**src/rtl/alu_op_sequencer.sv**
```systemverilog
// alu_op_sequencer: board front end for a combinational ALU slice.
// Operand A and then operand B are loaded from the switches, one button press each.
// The block then holds both operands on the ALU for a settle time and captures
// the ALU result and its Z/N/C/V flags for the display logic.
module alu_op_sequencer #(
  parameter int WIDTH         = 4,
  parameter int SETTLE_CYCLES = 2
) (
  input  logic             clk,
  input  logic             rst,
  input  logic [WIDTH-1:0] sw,
  input  logic             btn_enter,
  output logic [WIDTH-1:0] alu_a,
  output logic [WIDTH-1:0] alu_b,
  input  logic [WIDTH-1:0] alu_r,
  input  logic             alu_z,
  input  logic             alu_n,
  input  logic             alu_c,
  input  logic             alu_v,
  output logic [WIDTH-1:0] result,
  output logic [3:0]       flags,
  output logic             result_valid,
  output logic [1:0]       state
);

  typedef enum logic [1:0] {
    S_A    = 2'd0,
    S_B    = 2'd1,
    S_EXEC = 2'd2,
    S_SHOW = 2'd3
  } state_t;

  // Index of the last settle cycle; capture happens on the edge where cnt reaches it.
  localparam logic [3:0] CNT_LAST = 4'(SETTLE_CYCLES - 1);

  logic             sync1_r;
  logic             sync2_r;
  logic             prev_r;
  logic             press_s;

  state_t           state_r;
  state_t           state_nxt_s;
  logic [WIDTH-1:0] a_r, a_nxt_s;
  logic [WIDTH-1:0] b_r, b_nxt_s;
  logic [3:0]       cnt_r, cnt_nxt_s;
  logic [WIDTH-1:0] result_r, result_nxt_s;
  logic [3:0]       flags_r, flags_nxt_s;
  logic             valid_r, valid_nxt_s;

  // Synchronise the raw button and keep one cycle of history. Reset loads ones so
  // a button already held down yields no press until it is released and pressed again.
  always_ff @(posedge clk) begin
    if (rst) begin
      sync1_r <= 1'b1;
      sync2_r <= 1'b1;
      prev_r  <= 1'b1;
    end else begin
      sync1_r <= btn_enter;
      sync2_r <= sync1_r;
      prev_r  <= sync2_r;
    end
  end

  // One-cycle pulse for each rising edge of the synchronised button.
  assign press_s = sync2_r & ~prev_r;

  // State and datapath registers; reset aborts any sequence in progress.
  always_ff @(posedge clk) begin
    if (rst) begin
      state_r  <= S_A;
      a_r      <= '0;
      b_r      <= '0;
      cnt_r    <= 4'd0;
      result_r <= '0;
      flags_r  <= 4'd0;
      valid_r  <= 1'b0;
    end else begin
      state_r  <= state_nxt_s;
      a_r      <= a_nxt_s;
      b_r      <= b_nxt_s;
      cnt_r    <= cnt_nxt_s;
      result_r <= result_nxt_s;
      flags_r  <= flags_nxt_s;
      valid_r  <= valid_nxt_s;
    end
  end

  // Next-state and next-datapath logic; every register holds unless its state changes it.
  always_comb begin
    state_nxt_s  = state_r;
    a_nxt_s      = a_r;
    b_nxt_s      = b_r;
    cnt_nxt_s    = cnt_r;
    result_nxt_s = result_r;
    flags_nxt_s  = flags_r;
    valid_nxt_s  = valid_r;
    case (state_r)
      S_A: begin
        if (press_s) begin
          a_nxt_s     = sw;
          state_nxt_s = S_B;
        end else begin
          state_nxt_s = S_A;
        end
      end
      S_B: begin
        if (press_s) begin
          b_nxt_s     = sw;
          cnt_nxt_s   = 4'd0;
          state_nxt_s = S_EXEC;
        end else begin
          state_nxt_s = S_B;
        end
      end
      S_EXEC: begin
        // Presses are ignored here; the counter stops at CNT_LAST so it never wraps.
        if (cnt_r == CNT_LAST) begin
          result_nxt_s = alu_r;
          flags_nxt_s  = {alu_z, alu_n, alu_c, alu_v};
          valid_nxt_s  = 1'b1;
          state_nxt_s  = S_SHOW;
        end else begin
          cnt_nxt_s    = cnt_r + 4'd1;
          state_nxt_s  = S_EXEC;
        end
      end
      S_SHOW: begin
        if (press_s) begin
          valid_nxt_s = 1'b0;
          state_nxt_s = S_A;
        end else begin
          state_nxt_s = S_SHOW;
        end
      end
      default: begin
        state_nxt_s = S_A;
      end
    endcase
  end

  assign alu_a        = a_r;
  assign alu_b        = b_r;
  assign result       = result_r;
  assign flags        = flags_r;
  assign result_valid = valid_r;
  assign state        = state_r;

endmodule
```
**config.mk**
```make
export PLATFORM = sky130hd
export DESIGN_NAME = alu_op_sequencer
export DESIGN_NICKNAME = d
export VERILOG_FILES = /design/src/rtl/alu_op_sequencer.sv
export SDC_FILE = /design/constraint.sdc
export NUM_CORES = 1
export LEC_CHECK = 0
export ABC_AREA = 1
export BUFFER_PORTS_ARGS = -buffer_cell sky130_fd_sc_hd__buf_4
export CAP_MARGIN = 15
export CELL_PAD_IN_SITES_DETAIL_PLACEMENT = 1
export CELL_PAD_IN_SITES_GLOBAL_PLACEMENT = 1
export CORE_AREA = 3 3 55 62
export CTS_BUF_LIST = sky130_fd_sc_hd__clkbuf_4
export CTS_CLUSTER_SIZE = 16
export DETAILED_ROUTE_END_ITERATION = 10
export DIE_AREA = 0 0 58 65
export PLACE_DENSITY = 0.81
export SYNTH_ARGS = -nofsm -noshare
export SYNTH_HDL_FRONTEND = slang
export SYNTH_SLANG_ARGS = --single-unit
```
**constraint.sdc**
```tcl
create_clock -name clk -period 1.5 [get_ports clk]
set_input_delay 0 -clock clk [delete_from_list [all_inputs] [get_ports clk]]
set_output_delay 0 -clock clk [all_outputs]
set_load 0.02 [all_outputs]
```
Word-level counts from Yosys, hierarchy flattened
Index checks and enable logic that the tools add are counted.
Widths: inputs -> output; s select.
- flip-flop bits (word level): 26
- output and inout bits: 19
- word-level logic and storage cells: 40
- bits of input ports: 15
- bitwise gates (word level): 2
- add/sub/neg operators: 1
- equality and inequality tests: 8
- muxes and demuxes: 11
- reduce and logical (&&, ||, !) cells: 8
- operator list (kind ; number):
    $mux 4 ; 2
    $ne 2x2->1 const B ; 4
    $pmux 2 s4 ; 1
    $pmux 4 s2 ; 1
    $reduce_and 2->1 ; 3
    $reduce_and 3->1 ; 2
    $add 4x1->4 const B ; 1
    $eq 2x2->1 const B ; 2
    $eq 4x1->1 const B ; 1
    $mux 1 ; 4
    $mux 2 ; 2
    $reduce_bool 2->1 ; 2
    $eq 2x1->1 const B ; 1
    $logic_not 2->1 ; 1
    $pmux 1 s2 ; 1
    $and 1x1->1 ; 1
    $not 1->1 ; 1

Longest topological paths before layout
Gate-level depths: netlist of run 1.
- depth after elaboration: 4
- gate-level depth with buffers: 8
- mapped depth without buffers: 8

Worst setup path before layout of run 1
OpenSTA, ideal clock, no wires.
- kind: flip-flop to flip-flop
- start: register cnt_r[0]
- end: register flags_r[0], in the netlist flags[0]
- setup time: 0.116 ns
- stages on the path, launching flop included: 7
- arrival: 1.042 ns
- period minus slack after synthesis: 1.158 ns
- path buffers: 0
- setup slack: 0.342 ns
- required time: 1.384 ns
- path through: dfxtp_1 -> ha_1 -> nand2_1 -> nor2_4 -> inv_2 -> nor2_1 -> nor2_1
- word-level cells in the longest chain between the ends: 2
- ends and longest elaborated chain (item ; RTL line ; text):
    start, declared ; 45 ; logic [3:0] cnt_r, cnt_nxt_s;
    start signal, assigned ; 81 ; cnt_r <= cnt_nxt_s;
    $eq 4x1->1 ; 117 ; if (cnt_r == CNT_LAST) begin
    $reduce_and 2->1 (no line) ; - ;
    end signal, assigned ; 83 ; flags_r <= flags_nxt_s;
    end, declared ; 47 ; logic [3:0] flags_r, flags_nxt_s;
No other way between the ends.
A chain may end at the register's enable or synchronous reset.

Worst setup path after layout of run 1
- start: register cnt_r[1]
- end: register result_r[3], in the netlist result[3]
- word-level cells in the longest chain between the ends: 2
- ends and longest elaborated chain (item ; RTL line ; text):
    $eq 4x1->1 ; 117 ;
    $reduce_and 2->1 (no line) ; - ;
    end signal, assigned ; 82 ; result_r <= result_nxt_s;
    end, declared ; 46 ; logic [WIDTH-1:0] result_r, result_nxt_s;
No other way between the ends.

==> results.ini, run 1 <==
[finish]
syn2layout_area_growth_pct=45.4
final_util_pct=52.8
drive_gt1_share_pct=28.3
mostFrequentLayoutCells=39 x nor2_1, 34 x buf_4, 26 x dfxtp_1
final_cell_area_mm2=0.00148
fillers=361
multi_input_area_um2=448
final_common_cell=nor2_1
seq_area_um2=520
diodes=0
nets=198

[sta]
period_needed_ns=1.35
worst_hold_slack_ns=0.429
finalHoldViolations=0
setup_tns_ns=0
slew_viol_final=0
max_freq_mhz=741
finalSetupViolCount=0
relSlewSlack_pct=68.2
post-route-period-util_pct=90.0
worst_slew_pin_slew_ns=0.476
rsz0062_at_grt=no
finalClockSkew_ns=0.00681

[cts]
cts_max_path_buffers=2
clkTransAtPathRegs_ns=0.14
ctsResizeCount=0
cts_root_buf=clkbuf_4
cts_tree=yes
cts_buffers=3
clkSinkCount=26
clk_latency_ns=0.31
cts-htree-levels=1

[route]
dr_total_vias=1008
drtIter0Drc=6
drc=0
wl_mm=2.91
antenna_left=0
drtPass1Iterations=3
routed_via_density=4.73
wl_per_cell_um=13.7

[yosys]
syn_nets=145
ys_seq_area_share_pct=51.2
netlist_area_mm2=0.00102
ys_warn_count=0
syn_inst=128
synth.distinct_cells=18
syn_area_per_cell_um2=7.95
ys_ff_latch=26

[die]
chipHeight_um=65
rows=20
core_area_mm2=0.00280
die_area_mm2=0.00377
start_util_pct=36.3
ioPinCount=34
die_x_um=58

[grt]
grt_overflow=0
grt_pass1_wl_mm=4.85
antenna_found_initial=0
grt_pass1_vias=1008
grtUsageTotal_pct=16.6
grt_max_degree=20

[setup_path]
cp_max_fo=10
r2r_cells=7
worstSetupPathType=flip-flop to flip-flop
start_kind=flip-flop
ff2ff_setup_slack_ns=0.15
endpoint_kind=flip-flop
cp.arrival_ns=1.57
critPathRequiredTime_ns=1.72
worstReg2RegEnd=result[3]
regToRegStartpoint=cnt_r[1]

[job]
cap_violations=0

[min_path]
min_to=result_valid
hp-start=rst
hp-class=input port to flip-flop
hold_depth=3

[power]
vdd_drop_max_mv=0.633
cellLeakagePower_nw=0.677
power_density_mw_per_mm2=758
p_total_mw=1.12

[outcome]
outcome=complete, no violations

[placement]
dpl-instance-area_mm2=0.00130
gp_congestion=0.765
io_buffer_count=33
hpwl_mm=1.94

==> layout make-up <==
class                   instances  share of cell area, %
clock buffers                   3                   1.52
well taps                      33                   2.79
repair buffers                 49                   27.4
inverters                      10                   2.54
multi-input cells              91                   30.3
flip-flops and latches         26                   35.2
clock inverters                 1                  0.254
==> sequential cells by signal, indices dropped and copies added, names as in the netlist <==
signal        flops
alu_a             4
alu_b             4
cnt_r             4
flags             4
result            4
state             2
prev_r            1
result_valid      1
sync1_r           1
sync2_r           1
==> stage by stage <==
step | std cells | setup WS, ns
floorplan | 128 | 0.342
global placement | 194 | 0.255
detailed placement | 194 | 0.174
CTS | 213 | 0.147
global route | 213 | 0.0155
finish | 213 | 0.150
==> Yosys cell counts <==
cell type  count  area share [%]
nor2_1        39              14
dfxtp_1       26              51
o21ai_0       17             8.4
nand2_1       11             4.1
inv_1          7             2.6
a21oi_1        6             3.0
inv_2          3             1.1
nand3_1        3             1.5
or2_2          3             1.8
ha_1           2             2.5
nand2_2        2             1.2
nand2_4        2             2.2
o21ai_2        2             1.7
a21oi_2        1            0.86
buf_6          1             1.1
nand4_1        1            0.62
nor2_4         1             1.1
o21bai_1       1            0.74
==> report_power, final <==
| part | internal, mW | switching (mW) |
|---|---|---|
| logic | 0.0656 | 0.0486 |
| clock network | 0.0973 | 0.205 |
| registers | 0.700 | 0.00494 |
| total | 0.862 | 0.259 |
==> layer usage <==
layer | vias up | track usage (%) | part of all wire, %
met4 | 0 | 3.48 | 0.83
met1 | 469 | 20.2 | 43
met5 | - | 0 | 0
li1 | 511 | - | -
met2 | 26 | 29.5 | 51
met3 | 2 | 3.39 | 5.1
==> timing repair <==
action | in CTS | in global routing
setup buffers | 0 | 0
hold buffers | 15 | 0
setup endpoints to repair | 0 | 0
hold endpoints to repair | 23 | 0
==> worst max-delay path, stage by stage (launching register included) <==
cell and delay [ns]:
dfxtp_1 0.36, inv_1 0.09, ha_1 0.15, nand2_1 0.11, nor2_4 0.21, inv_2 0.14, nor2_1 0.13, nor2_1 0.06
==> logic make-up (layout without fill, tap and decap cells) <==
family / Yosys count / in the layout / synth area share, %
DFF: 26 / 26 / 51.2
buffers and inverters: 11 / 63 / 4.80
AOI/OAI and AO/OA: 27 / 27 / 14.6
and+or+nand+nor: 62 / 62 / 26.9
adders and majority gates: 2 / 2 / 2.46
==> how the worst max path moves through the flow <==
stage	to	startpoint	slack, ns	cells after the start
detailed placement	flags[2]	cnt_r[1]	0.17	7
global placement	result[1]	cnt_r[1]	0.26	7
floorplan	flags[0]	cnt_r[0]	0.34	6
global route	result[1]	cnt_r[1]	0.02	7
finish	result[3]	cnt_r[1]	0.15	7
CTS	flags[2]	cnt_r[1]	0.15	7
Power figures use the tool's default switching activity.
==> inputs of run 2 (changes only) <==
--- a/config.mk
+++ b/config.mk
@@ -10,11 +10,11 @@
 export CAP_MARGIN = 15
 export CELL_PAD_IN_SITES_DETAIL_PLACEMENT = 1
 export CELL_PAD_IN_SITES_GLOBAL_PLACEMENT = 1
-export CORE_AREA = 3 3 55 62
+export CORE_AREA = 5 5 57 64
 export CTS_BUF_LIST = sky130_fd_sc_hd__clkbuf_4
 export CTS_CLUSTER_SIZE = 16
 export DETAILED_ROUTE_END_ITERATION = 10
-export DIE_AREA = 0 0 58 65
+export DIE_AREA = 0 0 62 69
 export PLACE_DENSITY = 0.81
 export SYNTH_ARGS = -nofsm -noshare
 export SYNTH_HDL_FRONTEND = slang
==> run 2 against run 1 <==
Net effect: combinational power hardly changed; sequential share of layout area decreased by 0.64 points; largest cell class unchanged; sequential power about the same; clock skew shrank 0.0017 ns; global-route usage shrank 1.8 points; utilization fell by 1.6 points.
==> results.ini, run 2 (synthesized netlist as in run 1, its figures left out) <==
[grt]
grt_pass1_wl_mm=4.84  ; was 4.85 mm
grt_use_met2_pct=24.5  ; was 29.5%
grt_pass1_vias=1082  ; was 1008
met1_usage_pct=17.6  ; was 20.2%
grtUsageTotal_pct=14.7  ; was 16.6%
grt_use_met3_pct=3.36  ; was 3.39%
grt_max_degree=20  ; unchanged
grt-busiest-layer=met2  ; unchanged
antenna_found_initial=0  ; unchanged
grt_overflow=0  ; unchanged

[die]
die_area_mm2=0.00428  ; was 0.00377 mm²
die_x_um=62  ; was 58 µm
rows=21  ; was 20
ioPinCount=34  ; unchanged
chipHeight_um=69  ; was 65 µm
start_util_pct=34.6  ; was 36.3%
core_area_mm2=0.00294  ; was 0.00280 mm²

[setup_path]
start_kind=flip-flop  ; unchanged
critPathRequiredTime_ns=1.74  ; was 1.72 ns
path_cells=inv_1 -> ha_1 -> nand2_1 -> nor2_4 -> inv_2 -> nor2_1 -> nor2_1  ; unchanged
worstSetupPathType=flip-flop to flip-flop  ; unchanged
cpMostUsedCell=nor2_1  ; unchanged
r2r_cells=7  ; unchanged
cp_max_fo=10  ; unchanged
ff2ff_setup_slack_ns=0.17  ; was 0.15 ns
cpPeakStageDelay_ns=0.36  ; about the same
worstReg2RegEnd=result[0]  ; was result[3]
endpoint_kind=flip-flop  ; unchanged
cp_slowest_cell=dfxtp_1  ; unchanged
regToRegStartpoint=cnt_r[1]  ; unchanged
cp.arrival_ns=1.57  ; about the same

[power]
vdd_drop_max_mv=0.447  ; was 0.633 mV
cellLeakagePower_nw=0.690  ; was 0.677 nW
power_density_mw_per_mm2=866  ; was 758 mW/mm²

[route]
drc=0  ; unchanged
dr_total_vias=1014  ; was 1008
drtIter0Drc=19  ; was 6
routed_via_density=4.74  ; was 4.73
wl_per_cell_um=13.3  ; was 13.7 µm
antenna_left=0  ; unchanged
drtPass1Iterations=2  ; was 3
wl_mm=2.86  ; was 2.91 mm

[finish]
multi_input_area_um2=448  ; unchanged
nets=198  ; unchanged
seq_area_um2=520  ; unchanged
diodes=0  ; unchanged
fillers=385  ; was 361
drive_gt1_share_pct=28.9  ; was 28.3%
syn2layout_area_growth_pct=48.1  ; was 45.4%
mostFrequentLayoutCells=39 x nor2_1, 34 x buf_4, 26 x dfxtp_1  ; unchanged
final_common_cell=nor2_1  ; unchanged

[min_path]
hp-class=input port to flip-flop  ; unchanged
hp-start=rst  ; unchanged
min_to=result_valid  ; unchanged
hold_depth=3  ; unchanged

[sta]
rsz0062_at_grt=no  ; unchanged
finalHoldViolations=0  ; unchanged
period_needed_ns=1.33  ; was 1.35 ns
post-route-period-util_pct=88.7  ; was 90.0%
finalClockSkew_ns=0.00507  ; was 0.00681 ns
finalSetupViolCount=0  ; unchanged
relSlewSlack_pct=66.0  ; was 68.2%
setup_tns_ns=0  ; unchanged
max_freq_mhz=752  ; was 741 MHz
layout_setup_ws_ns=0.169  ; was 0.150 ns
worst_hold_slack_ns=0.410  ; was 0.429 ns
worst_slew_pin_slew_ns=0.509  ; was 0.476 ns
slew_viol_final=0  ; unchanged

[cts]
cts_root_buf=clkbuf_4  ; unchanged
cts_max_path_buffers=2  ; unchanged
clkSinkCount=26  ; unchanged
ctsResizeCount=0  ; unchanged
cts_buffers=3  ; unchanged
cts-htree-levels=1  ; unchanged
clk_latency_ns=0.33  ; was 0.31 ns
cts_tree=yes  ; unchanged
clkTransAtPathRegs_ns=0.15  ; was 0.14 ns

[placement]
io_buffer_count=33  ; unchanged
hpwl_mm=1.98  ; was 1.94 mm
gp_congestion=0.839  ; was 0.765
pre_cts_ws_ns=0.186  ; was 0.174 ns

[job]
cap_violations=0  ; unchanged

[outcome]
outcome=complete, no violations  ; unchanged

## run 2: cell count changes in the layout (fill, tap and decap cells not counted), sizes merged
cell,change
clkinv,-1
bufinv,+1
## run 2: final cells by class
| cell class | instances | area share, % |
|---|---|---|
| Clock inverter | 1 | 1.99 |
| Tap cell | 34 | 2.82 |
| Inverter | 10 | 2.49 |
| Multi-Input combinational cell | 91 | 29.7 |
| Timing Repair Buffer | 49 | 26.9 |
| Sequential cell | 26 | 34.6 |
| Clock buffer | 3 | 1.50 |
## run 2: worst max path at each step
stage,startpoint,to,cells after the start
floorplan,cnt_r[0],flags[0],6
global placement,cnt_r[1],flags[3],7
detailed placement,cnt_r[1],result[0],7
CTS,cnt_r[1],result[0],7
global route,cnt_r[1],result[0],7
finish,cnt_r[1],result[0],7
## run 2: report_power, final
part | internal, mW | switching (mW) | total [mW]
Sequential | 0.700 | 0.00460 | 0.704
Combinational | 0.0656 | 0.0476 | 0.113
Clock | 0.270 | 0.217 | 0.487
Total | 1.04 | 0.269 | 1.30
## run 2: metal layers
layer  part of all wire, %  vias to the layer above
met1                    42                      473
li1                      -                      513
met2                    51                       23
met5                     0                        -
met4                   1.8                        0
met3                   5.4                        5
## run 2: critical path, delay by kind of cell (launching register included)
family | cells | cell delay (ns)
buffers and inverters | 2 | 0.21
adders and majority gates | 1 | 0.15
and+or+nand+nor | 4 | 0.52
DFF | 1 | 0.36
## run 2: stage by stage
stage	total power, mW	util, %	std cells	instance area, µm²
4_1_cts	1.32	51.2	214	1510
5_1_grt	1.35	51.2	214	1510
2_1_floorplan	0.754	-	128	1020
6_report	1.30	51.2	214	1510
3_3_place_gp	0.797	44.3	195	1300
3_5_place_dp	0.800	44.3	195	1300
## run 2: timing repair
action,4_1_cts,5_1_grt
hold endpoints to repair,23,0
hold buffers,15,0
endpoints found under the setup margin,0,0
setup buffers,0,0
==> inputs of run 3 (changes only) <==
--- a/config.mk
+++ b/config.mk
@@ -8,14 +8,13 @@
 export ABC_AREA = 1
 export BUFFER_PORTS_ARGS = -buffer_cell sky130_fd_sc_hd__buf_4
 export CAP_MARGIN = 15
-export CELL_PAD_IN_SITES_DETAIL_PLACEMENT = 1
-export CELL_PAD_IN_SITES_GLOBAL_PLACEMENT = 1
-export CORE_AREA = 5 5 57 64
+export CORE_AREA = 5 5 49 55
 export CTS_BUF_LIST = sky130_fd_sc_hd__clkbuf_4
 export CTS_CLUSTER_SIZE = 16
 export DETAILED_ROUTE_END_ITERATION = 10
-export DIE_AREA = 0 0 62 69
+export DIE_AREA = 0 0 54 60
 export PLACE_DENSITY = 0.81
+export REMOVE_ABC_BUFFERS = 1
 export SYNTH_ARGS = -nofsm -noshare
 export SYNTH_HDL_FRONTEND = slang
 export SYNTH_SLANG_ARGS = --single-unit
==> run 3 against run 2 <==
Net effect: critical path depth shrank 3; count of clock-buffer cells in the layout unchanged; setup slack better by 0.015 ns; highest routed layer unchanged; maximum frequency rose by 1.1%.
==> results.ini, run 3 (synthesized netlist as in run 1, its figures left out) <==
[setup_path]
cp_max_fo=8  ; was 10
critPathRequiredTime_ns=1.72  ; was 1.74 ns
cp_top_family=buffers and inverters  ; was simple AND/OR/NAND/NOR gates
cpPeakStageDelay_ns=0.55  ; was 0.36 ns
worstSetupPathType=input port to flip-flop  ; was flip-flop to flip-flop
endpoint_kind=flip-flop  ; unchanged
cp.arrival_ns=1.54  ; was 1.57 ns
start_kind=input port  ; was flip-flop
path_cells=dlygate4sd3_1 -> buf_4 -> or2_2 -> dlygate4sd3_1  ; was inv_1 -> ha_1 -> nand2_1 -> nor2_4 -> inv_2 -> nor2_1 -> nor2_1
cpMostUsedCell=dlygate4sd3_1  ; was nor2_1
cp_slowest_cell=dlygate4sd3_1  ; was dfxtp_1
path_buf_inv=3  ; was 2

[route]
antenna_left=0  ; unchanged
drtPass1Iterations=4  ; was 2
dr_total_vias=972  ; was 1014
routed_via_density=4.67  ; was 4.74
wl_mm=2.37  ; was 2.86 mm
drtIter0Drc=20  ; was 19
wl_per_cell_um=11.4  ; was 13.3 µm
drc=0  ; unchanged

[power]
power_density_mw_per_mm2=750  ; was 866 mW/mm²
cellLeakagePower_nw=0.671  ; was 0.690 nW
sw_frac_of_total_pct=21.9  ; was 20.6%
seqPwrFrac_pct=64.0  ; was 54.0%
p_comb_share_pct=10.0  ; was 8.7%
p_total_mw=1.10  ; was 1.30 mW
vdd_drop_max_mv=0.592  ; was 0.447 mV
intPower_mw=0.859  ; was 1.04 mW
p_sw_mw=0.240  ; was 0.269 mW
clkPwrFrac_pct=26.0  ; was 37.4%

[cts]
cts_max_path_buffers=2  ; unchanged
clk_latency_ns=0.32  ; was 0.33 ns
cts-htree-levels=1  ; unchanged
post-cts-setup-buffer-count=0  ; unchanged
clkTransAtPathRegs_ns=0.13  ; was 0.15 ns
cts_buffers=3  ; unchanged
clkSinkCount=26  ; unchanged
cts_tree=yes  ; unchanged
cts_root_buf=clkbuf_4  ; unchanged

[outcome]
outcome=complete, no violations  ; unchanged

[die]
chipHeight_um=60  ; was 69 µm
die_area_mm2=0.00324  ; was 0.00428 mm²
core_area_mm2=0.00214  ; was 0.00294 mm²
rows=18  ; was 21
start_util_pct=47.5  ; was 34.6%
die_x_um=54  ; was 62 µm
ioPinCount=34  ; unchanged

[placement]
placed_cells=190  ; was 195
hpwl_mm=1.62  ; was 1.98 mm
gp_congestion=0.748  ; was 0.839
io_buffer_count=33  ; unchanged

[grt]
grt_pass1_vias=970  ; was 1082
grt_overflow=0  ; unchanged
antenna_found_initial=0  ; unchanged
grt_pass1_wl_mm=4.11  ; was 4.84 mm
grt_max_degree=20  ; unchanged
grtUsageTotal_pct=17.4  ; was 14.7%

[sta]
relSlewSlack_pct=70.8  ; was 66.0%
finalClockSkew_ns=0.00567  ; was 0.00507 ns
max_freq_mhz=760  ; was 752 MHz
finalSetupViolCount=0  ; unchanged
slew_viol_final=0  ; unchanged
rsz0062_at_grt=no  ; unchanged
finalHoldViolations=0  ; unchanged
setup_tns_ns=0  ; unchanged
period_needed_ns=1.32  ; was 1.33 ns
post-route-period-util_pct=87.7  ; was 88.7%
worst_slew_pin_slew_ns=0.438  ; was 0.509 ns

[finish]
diodes=0  ; unchanged
layoutNonFillerInstCount=208  ; was 214
drive_gt1_share_pct=28.7  ; was 28.9%
syn2layout_area_growth_pct=44.0  ; was 48.1%
nets=197  ; was 198
mostFrequentLayoutCells=39 x nor2_1, 33 x buf_4, 25 x dfxtp_1  ; was 39 x nor2_1, 34 x buf_4, 26 x dfxtp_1
final_common_cell=nor2_1  ; unchanged

[min_path]
hp-class=flip-flop to flip-flop  ; was input port to flip-flop

[job]
cap_violations=0  ; unchanged

[run 3: routing by layer]
metal	share of wire (%)	routed length [µm]	vias up	GRT usage, %
li1	-	-	507	-
met1	42	984	434	19.1
met2	51	1200	26	32.0
met3	5.8	137	5	2.99
met4	1.9	46	0	7.47
met5	0	0	-	0
[run 3: final cells by class]
type	instances	area (µm²)
multi-input combinational	91	448
inverter	10	37.5
sequential	26	522
clock buffer	3	22.5
timing repair buffer	48	398
tap	30	37.5
fill	178	674
[run 3: timing repair]
| item | CTS | global route |
|---|---|---|
| setup endpoints to repair | 0 | 2 |
| hold endpoints to repair | 23 | 0 |
| resized for setup | 0 | 1 |
| hold buffers | 15 | 0 |
[run 3: path summary, 6_finish.rpt]
check,start,to,slack [ns],depth (start not counted)
worst max register to register,cnt_r[1],flags[0],0.20,7
worst max-delay path,rst,sync1_r,0.18,4
worst min-delay path,sync1_r,sync2_r,0.42,1
worst min register to register,sync1_r,sync2_r,0.42,1
[run 3: power groups by stage]
| stage | clock network, mW | logic (mW) | registers [mW] |
|---|---|---|---|
| floorplan | 0 | 0.0257 | 0.725 |
| global placement | 0 | 0.0761 | 0.719 |
| detailed placement | 0 | 0.0775 | 0.719 |
| CTS | 0.298 | 0.108 | 0.704 |
| global route | 0.328 | 0.120 | 0.705 |
| finish | 0.285 | 0.110 | 0.704 |
[run 3: metrics by stage]
step | hold WS, ns | worst slack (ns) | instance area (µm²) | util (%)
floorplan | 0.0624 | 0.342 | 1010 | -
global placement | 0.187 | 0.239 | 1290 | 60.4
detailed placement | 0.190 | 0.183 | 1290 | 60.4
CTS | 0.416 | 0.163 | 1460 | 68.4
global route | 0.436 | 0.0795 | 1470 | 68.5
finish | 0.424 | 0.184 | 1470 | 68.5
